<file path="config.mk">
export PLATFORM = sky130hd
export DESIGN_NAME = pipe_ctrl_flat
export DESIGN_NICKNAME = d
export VERILOG_FILES = /design/src/rtl/pipe_ctrl_pkg.sv /design/src/rtl/pipe_ctrl_if.sv /design/src/rtl/pipe_ctrl.sv /design/src/flat_wrapper.sv
export SDC_FILE = /design/constraint.sdc
export NUM_CORES = 1
export LEC_CHECK = 0
export BUFFER_PORTS_ARGS = -buffer_cell sky130_fd_sc_hd__buf_4
export CORE_MARGIN = 8
export CORE_UTILIZATION = 49
export CTS_CLUSTER_DIAMETER = 150
export DETAILED_ROUTE_END_ITERATION = 16
export PLACE_DENSITY = 0.84
export SLEW_MARGIN = 25
export SYNTH_ARGS = -nofsm -noshare
export SYNTH_HDL_FRONTEND = slang
export SYNTH_SLANG_ARGS = --single-unit
</file>
<file path="constraint.sdc">
create_clock -name clk -period 4.4 [get_ports clk]
set_input_delay 0.44 -clock clk [delete_from_list [all_inputs] [get_ports clk]]
set_output_delay 0.44 -clock clk [all_outputs]
set_load 0.01 [all_outputs]
</file>
<file path="src/rtl/pipe_ctrl_pkg.sv">
// -----------------------------------------------------------------------------
// pipe_ctrl_pkg
// Shared definitions for the pipeline controller: reset polarity, bus widths,
// per-stage stall masks and the controller state encoding.
// No ports (package).
// -----------------------------------------------------------------------------
package pipe_ctrl_pkg;

    localparam logic        RstEnable = 1'b1;

    localparam int          REG_W     = 32;
    localparam int          STALL_W   = 6;   // StallBus 5:0
    localparam int          MC_CNT_W  = 6;

    typedef logic [REG_W-1:0]    reg_t;
    typedef logic [STALL_W-1:0]  stall_t;
    typedef logic [MC_CNT_W-1:0] mc_cnt_t;

    localparam reg_t   ZeroWord  = '0;

    // Stall masks: bit0 pc, bit1 if/id, bit2 id/ex, bit3 ex/mem, bit4 mem/wb, bit5 wb.
    localparam stall_t StallNone = 6'b000000;
    localparam stall_t StallId   = 6'b000111;  // hold pc, if/id, id/ex
    localparam stall_t StallEx   = 6'b001111;  // additionally hold ex/mem

    typedef enum logic [1:0] {
        ST_RUN   = 2'd0,
        ST_MC    = 2'd1,
        ST_FLUSH = 2'd2
    } state_e;

endpackage

</file>
<file path="src/rtl/pipe_ctrl_if.sv">
// -----------------------------------------------------------------------------
// pipe_ctrl_if
// Bundles the pipeline-control request and response signals.
//   stallreq_id  : decode stage stall request (e.g. load-use hazard)
//   stallreq_ex  : execute stage single-cycle stall request
//   mc_start     : execute stage starts a multi-cycle operation
//   mc_cycles    : extra execute cycles needed, sampled with mc_start
//   excp_valid   : memory stage exception
//   excp_handler : handler PC, sampled with excp_valid
//   stall        : per-stage hold mask (combinational)
//   flush        : clear all pipeline registers (registered)
//   new_pc       : redirect target, valid while flush=1 (registered)
//   mc_busy      : multi-cycle operation in progress (registered)
// master : pipeline side (drives requests, consumes controls)
// slave  : controller side
// -----------------------------------------------------------------------------
interface pipe_ctrl_if;
    import pipe_ctrl_pkg::*;

    logic    stallreq_id;
    logic    stallreq_ex;
    logic    mc_start;
    mc_cnt_t mc_cycles;
    logic    excp_valid;
    reg_t    excp_handler;
    stall_t  stall;
    logic    flush;
    reg_t    new_pc;
    logic    mc_busy;

    modport master (
        output stallreq_id, stallreq_ex, mc_start, mc_cycles, excp_valid, excp_handler,
        input  stall, flush, new_pc, mc_busy
    );

    modport slave (
        input  stallreq_id, stallreq_ex, mc_start, mc_cycles, excp_valid, excp_handler,
        output stall, flush, new_pc, mc_busy
    );

endinterface

</file>
<file path="src/rtl/pipe_ctrl.sv">
// -----------------------------------------------------------------------------
// pipe_ctrl
// Pipeline hazard / exception controller with three states:
//   RUN   - normal flow, stall chosen by request priority
//   MC    - multi-cycle execute hold, driven by a down-counter
//   FLUSH - one-cycle flush with redirect to the exception handler
// Ports:
//   clk : clock, rising edge
//   rst : synchronous active-high reset
//   bus : pipe_ctrl_if.slave (requests in, stall/flush/new_pc/mc_busy out)
// -----------------------------------------------------------------------------
module pipe_ctrl
    import pipe_ctrl_pkg::*;
(
    input  logic          clk,
    input  logic          rst,
    pipe_ctrl_if.slave    bus
);

    state_e  state_q,   state_d;
    mc_cnt_t cnt_q,     cnt_d;
    reg_t    new_pc_q,  new_pc_d;
    logic    flush_q,   flush_d;
    logic    mc_busy_q, mc_busy_d;
    stall_t  stall_c;

    always_ff @(posedge clk) begin
        if (rst == RstEnable) begin
            state_q   <= ST_RUN;
            cnt_q     <= '0;
            new_pc_q  <= ZeroWord;
            flush_q   <= 1'b0;
            mc_busy_q <= 1'b0;
        end else begin
            state_q   <= state_d;
            cnt_q     <= cnt_d;
            new_pc_q  <= new_pc_d;
            flush_q   <= flush_d;
            mc_busy_q <= mc_busy_d;
        end
    end

    always_comb begin
        state_d  = state_q;
        cnt_d    = cnt_q;
        new_pc_d = new_pc_q;
        stall_c  = StallNone;

        unique case (state_q)
            ST_RUN: begin
                // Exception wins: the excepting instruction is flushed, so holding
                // any stage would only delay the redirect.
                if (bus.excp_valid) begin
                    state_d  = ST_FLUSH;
                    new_pc_d = bus.excp_handler;
                end else if (bus.mc_start && (bus.mc_cycles != '0)) begin
                    stall_c = StallEx;
                    cnt_d   = bus.mc_cycles;
                    state_d = ST_MC;
                end else if (bus.stallreq_ex) begin
                    stall_c = StallEx;
                end else if (bus.stallreq_id) begin
                    stall_c = StallId;
                end
            end

            ST_MC: begin
                if (bus.excp_valid) begin
                    cnt_d    = '0;
                    state_d  = ST_FLUSH;
                    new_pc_d = bus.excp_handler;
                end else begin
                    stall_c = StallEx;
                    // <=1 rather than ==1 so a zero count can never wrap.
                    if (cnt_q <= mc_cnt_t'(1)) begin
                        cnt_d   = '0;
                        state_d = ST_RUN;
                    end else begin
                        cnt_d = cnt_q - mc_cnt_t'(1);
                    end
                end
            end

            ST_FLUSH: begin
                // Flushed stages hold no valid instruction, so stall requests
                // are dropped; a back-to-back exception re-arms the flush.
                if (bus.excp_valid) begin
                    new_pc_d = bus.excp_handler;
                end else begin
                    state_d = ST_RUN;
                end
            end

            default: begin
                cnt_d   = '0;
                state_d = ST_RUN;
            end
        endcase

        if (rst == RstEnable) begin
            stall_c = StallNone;
        end
    end

    // Registered outputs mirror the next state so they line up with it.
    assign flush_d   = (state_d == ST_FLUSH);
    assign mc_busy_d = (state_d == ST_MC);

    assign bus.stall   = stall_c;
    assign bus.flush   = flush_q;
    assign bus.new_pc  = new_pc_q;
    assign bus.mc_busy = mc_busy_q;

endmodule

</file>
<file path="src/flat_wrapper.sv">
// flat-port wrapper written by rule: the top's interface ports become plain ports
module pipe_ctrl_flat import pipe_ctrl_pkg::*;
  (clk, rst, bus_stallreq_id, bus_stallreq_ex, bus_mc_start, bus_mc_cycles, bus_excp_valid, bus_excp_handler, bus_stall, bus_flush, bus_new_pc, bus_mc_busy);
  pipe_ctrl_if bus_i ();
  input  logic clk;
  input  logic rst;
  input wire logic [$bits(bus_i.stallreq_id)-1:0] bus_stallreq_id;
  input wire logic [$bits(bus_i.stallreq_ex)-1:0] bus_stallreq_ex;
  input wire logic [$bits(bus_i.mc_start)-1:0] bus_mc_start;
  input wire logic [$bits(bus_i.mc_cycles)-1:0] bus_mc_cycles;
  input wire logic [$bits(bus_i.excp_valid)-1:0] bus_excp_valid;
  input wire logic [$bits(bus_i.excp_handler)-1:0] bus_excp_handler;
  output wire logic [$bits(bus_i.stall)-1:0] bus_stall;
  output wire logic [$bits(bus_i.flush)-1:0] bus_flush;
  output wire logic [$bits(bus_i.new_pc)-1:0] bus_new_pc;
  output wire logic [$bits(bus_i.mc_busy)-1:0] bus_mc_busy;
  assign bus_i.stallreq_id = bus_stallreq_id;
  assign bus_i.stallreq_ex = bus_stallreq_ex;
  assign bus_i.mc_start = bus_mc_start;
  assign bus_i.mc_cycles = bus_mc_cycles;
  assign bus_i.excp_valid = bus_excp_valid;
  assign bus_i.excp_handler = bus_excp_handler;
  assign bus_stall = bus_i.stall;
  assign bus_flush = bus_i.flush;
  assign bus_new_pc = bus_i.new_pc;
  assign bus_mc_busy = bus_i.mc_busy;
  pipe_ctrl u_core (.clk(clk), .rst(rst), .bus(bus_i));
endmodule
</file>
==> metrics.cfg <==
[power_and_ir_drop]
switching_share=0.2786
worst_supply_voltage_drop_on_vdd_v=0.0002339
total_leakage_power_nw=1.112
comb_power_share=0.197
sequentialPowerShare=0.559
power.share.clock=0.244
p_int_w=0.0005397
net-switching-power_w=0.0002084
powerDensity_nw_per_um2=307.7

[clocking]
cts_tree=yes
cts_repair_resize_count=0
clk_pin_slew_ns=0.12
clk_sink_count=42
cts_post_setup_buffers_inserted=0
clock_path_buffers=2
cts_buffer_count=5
cts_hold_repair.buffers=0
worst_skew_pair.late_latency_ns=0.34
cts_htree_levels=2
clk_root_buffer_cell=sky130_fd_sc_hd__clkbuf_4

[layout]
final_layout_size_suffix_gt1_frac=0.3255
area_growth_pct=35.78
antennaDiodeCount=0
finish.net_count=343

[critical_path]
regToRegSetupSlack_ns=2.55
kind_of_launch_point_of_the_worst_setup_path=primary input
ff2ff_path_depth=6
worst_ep_required_time_ns=3.96
crit_path_capture_type=output port
worst-setup-path-type=primary input to output port
critPathCapture=bus_stall[1]
arrival_ns=1.88
timing.rr.end=u_core.cnt_q[3]
rr_startpoint=u_core.cnt_q[0]
path_max_fanout=3
critPathLaunch=bus_mc_cycles[4]

[drt]
via_total_after_detailed_routing=1744
drt-initial-drc-count=151
routed_via_density=5.040
drt_pass1_iterations=4
wire_per_inst_um=13.36
remaining_drc_errors=0
ant_nets=0
drt-total-wl_um=4623

[yosys]
netlist-cell-type-count=41
synthesis.area_per_instance_sq_um=7.922
synth.cell_area_sq_um=1790
synth_top_flop_cell=sky130_fd_sc_hd__dfxtp_1
post-synth-top-area-fraction=0.4696
synth_seq_cells=42
ys_warn_count=0
netlist_instances=226
synth.top_cells.by_area=sky130_fd_sc_hd__dfxtp_1, sky130_fd_sc_hd__nand2_1, sky130_fd_sc_hd__a21oi_1, sky130_fd_sc_hd__clkbuf_1, sky130_fd_sc_hd__nor2_1
synth_enable_flop_cells=0
synth.largest_area_cell=sky130_fd_sc_hd__dfxtp_1
ys_seq_area_frac=0.4696
asyncSetResetFlopFracSynth=0

[global_routing]
grt_pass1_vias=1744
total_overflow_reported_by_the_global_router=0
grt_start_max_net_pins=44
grt_antenna_before_repair=0
track_usage=0.1524
grt_pass1_wl_um=7569

[floorplanning]
std_cell_rows=22
chipWidth_um=76.45
floorplan.core_area_sq_um=3578
die_area_sq_um=5845
num_io_pins=84
start_util=0.5003
floorplan.die.height_um=76.45

[place]
numPortBuffers=81
dpl.hpwl_um=3420
place.gp.congestion=0.8585

[timing]
post-route-period-util=0.5273
number_of_failing_setup_endpoints_in_the_final_timing_report=0
max_freq_mhz=431.1
worst-slew-pin-transition_ns=0.6077
worst_relative_slew_slack=0.5935
grt_setup_unrepaired=false
finalWorstPathRequiredPeriod_ns=2.320
report.final.slew_viol_count=0
report.final.hold_viol_count=0
timing.setup.tns_ns=0
worst_clock_skew_ns=0.008471
worst_hold_slack_ns=0.3301

[run_status]
run_status=completed

[min_path]
hp-class=primary input to register

[flow_run]
cap_violations=0

==> cell type report <==
class / instances / area (sq um)
Timing Repair Buffer: 81 / 608.1
Sequential cell: 42 / 840.8
Tap cell: 48 / 60.06
Clock buffer: 6 / 41.29
Clock inverter: 2 / 13.76
Inverter: 7 / 26.28
Multi-Input combinational cell: 160 / 840.8
Fill cell: 342 / 1147
==> power by group through the flow <==
stage	Sequential, W	Combinational (W)	Clock [W]
after CTS	0.000418	0.000149	0.000190
after global placement	0.000426	0.000147	0
after detailed placement	0.000427	0.000149	0
after floorplan	0.000432	0.0000726	0
after global routing	0.000422	0.000164	0.000207
final	0.000418	0.000147	0.000183
==> registers in the layout (all words and copies together) (netlist names) <==
register            count
u_core.bus.new_pc      32
u_core.bus.flush        1
u_core.state_q          2
u_core.cnt_q            6
u_core.bus.mc_busy      1
==> layout by cell type (no fill, tap or decap), types with 2 or more instances in the layout <==
cell | Yosys | layout
sky130_fd_sc_hd__nor2_1 | 9 | 9
sky130_fd_sc_hd__conb_1 | 1 | 2
sky130_fd_sc_hd__or3_1 | 3 | 3
sky130_fd_sc_hd__clkbuf_4 | 0 | 5
sky130_fd_sc_hd__o21ai_0 | 2 | 2
sky130_fd_sc_hd__dfxtp_1 | 42 | 42
sky130_fd_sc_hd__ha_1 | 2 | 2
sky130_fd_sc_hd__a21oi_1 | 33 | 33
sky130_fd_sc_hd__nand2_1 | 69 | 68
sky130_fd_sc_hd__a211oi_1 | 3 | 3
sky130_fd_sc_hd__nor3_1 | 6 | 6
sky130_fd_sc_hd__o31a_1 | 2 | 2
sky130_fd_sc_hd__buf_4 | 4 | 81
sky130_fd_sc_hd__nand4_1 | 2 | 2
sky130_fd_sc_hd__o211a_1 | 2 | 2
sky130_fd_sc_hd__inv_1 | 7 | 7
sky130_fd_sc_hd__o211ai_1 | 2 | 2
==> cells in the mapped netlist, types with 2 or more instances <==
cell type / instances
sky130_fd_sc_hd__a211oi_1: 3
sky130_fd_sc_hd__a21oi_1: 33
sky130_fd_sc_hd__and2_1: 2
sky130_fd_sc_hd__buf_4: 4
sky130_fd_sc_hd__clkbuf_1: 12
sky130_fd_sc_hd__dfxtp_1: 42
sky130_fd_sc_hd__ha_1: 2
sky130_fd_sc_hd__inv_1: 7
sky130_fd_sc_hd__nand2_1: 69
sky130_fd_sc_hd__nand4_1: 2
sky130_fd_sc_hd__nor2_1: 9
sky130_fd_sc_hd__nor3_1: 6
sky130_fd_sc_hd__o211a_1: 2
sky130_fd_sc_hd__o211ai_1: 2
sky130_fd_sc_hd__o21ai_0: 2
sky130_fd_sc_hd__o31a_1: 2
sky130_fd_sc_hd__or3_1: 3
==> through the flow <==
stage               power (W)  setup WS [ns]  cell area, sq um  utilization  cells
finish              0.0007482          2.080              2431       0.6794    346
global placement    0.0005724          2.118              2372       0.6629    338
global route        0.0007922          1.980              2431       0.6794    346
floorplan           0.0005047          2.221              1794            -    227
CTS                 0.0007575          2.082              2431       0.6794    346
detailed placement  0.0005757          2.083              2376       0.6640    338
==> critical path: stages <==
cell and delay, ns:
sky130_fd_sc_hd__buf_4 0.11, sky130_fd_sc_hd__or4_4 0.53, sky130_fd_sc_hd__o31a_1 0.29, sky130_fd_sc_hd__nor3_1 0.20, sky130_fd_sc_hd__a21oi_1 0.15, sky130_fd_sc_hd__buf_4 0.16
==> kinds of logic (layout without fill, tap and decap cells) <==
logic type / count (synthesis) / count (layout) / synth area share
DFF: 42 / 42 / 0.4696
and+or+nand+nor: 102 / 102 / 0.2572
AOI/OAI and AO/OA: 54 / 54 / 0.1922
other: 1 / 2 / 0.002094
buffers and inverters: 25 / 96 / 0.06499
adders and majority gates: 2 / 2 / 0.01397
==> per-layer routing <==
layer	GRT usage	part of all wire
met1	0.1579	0.43
met4	0.06154	0.014
met3	0.06958	0.085
met5	0	0
met2	0.2605	0.47
==> how the worst min path moves through the flow <==
stage / from / end / slack, ns / cells past startpoint
2_1_floorplan: u_core.bus.new_pc[0] / u_core.bus.new_pc[0] / 0.48 / 2
3_3_place_gp: u_core.bus.new_pc[13] / u_core.bus.new_pc[13] / 0.44 / 2
3_5_place_dp: u_core.bus.new_pc[16] / u_core.bus.new_pc[16] / 0.45 / 2
4_1_cts: bus_excp_handler[23] / u_core.bus.new_pc[23] / 0.32 / 3
5_1_grt: bus_excp_handler[2] / u_core.bus.new_pc[2] / 0.31 / 3
6_report: bus_excp_handler[23] / u_core.bus.new_pc[23] / 0.33 / 3
Note: power is estimated with default switching activity, not from simulation.
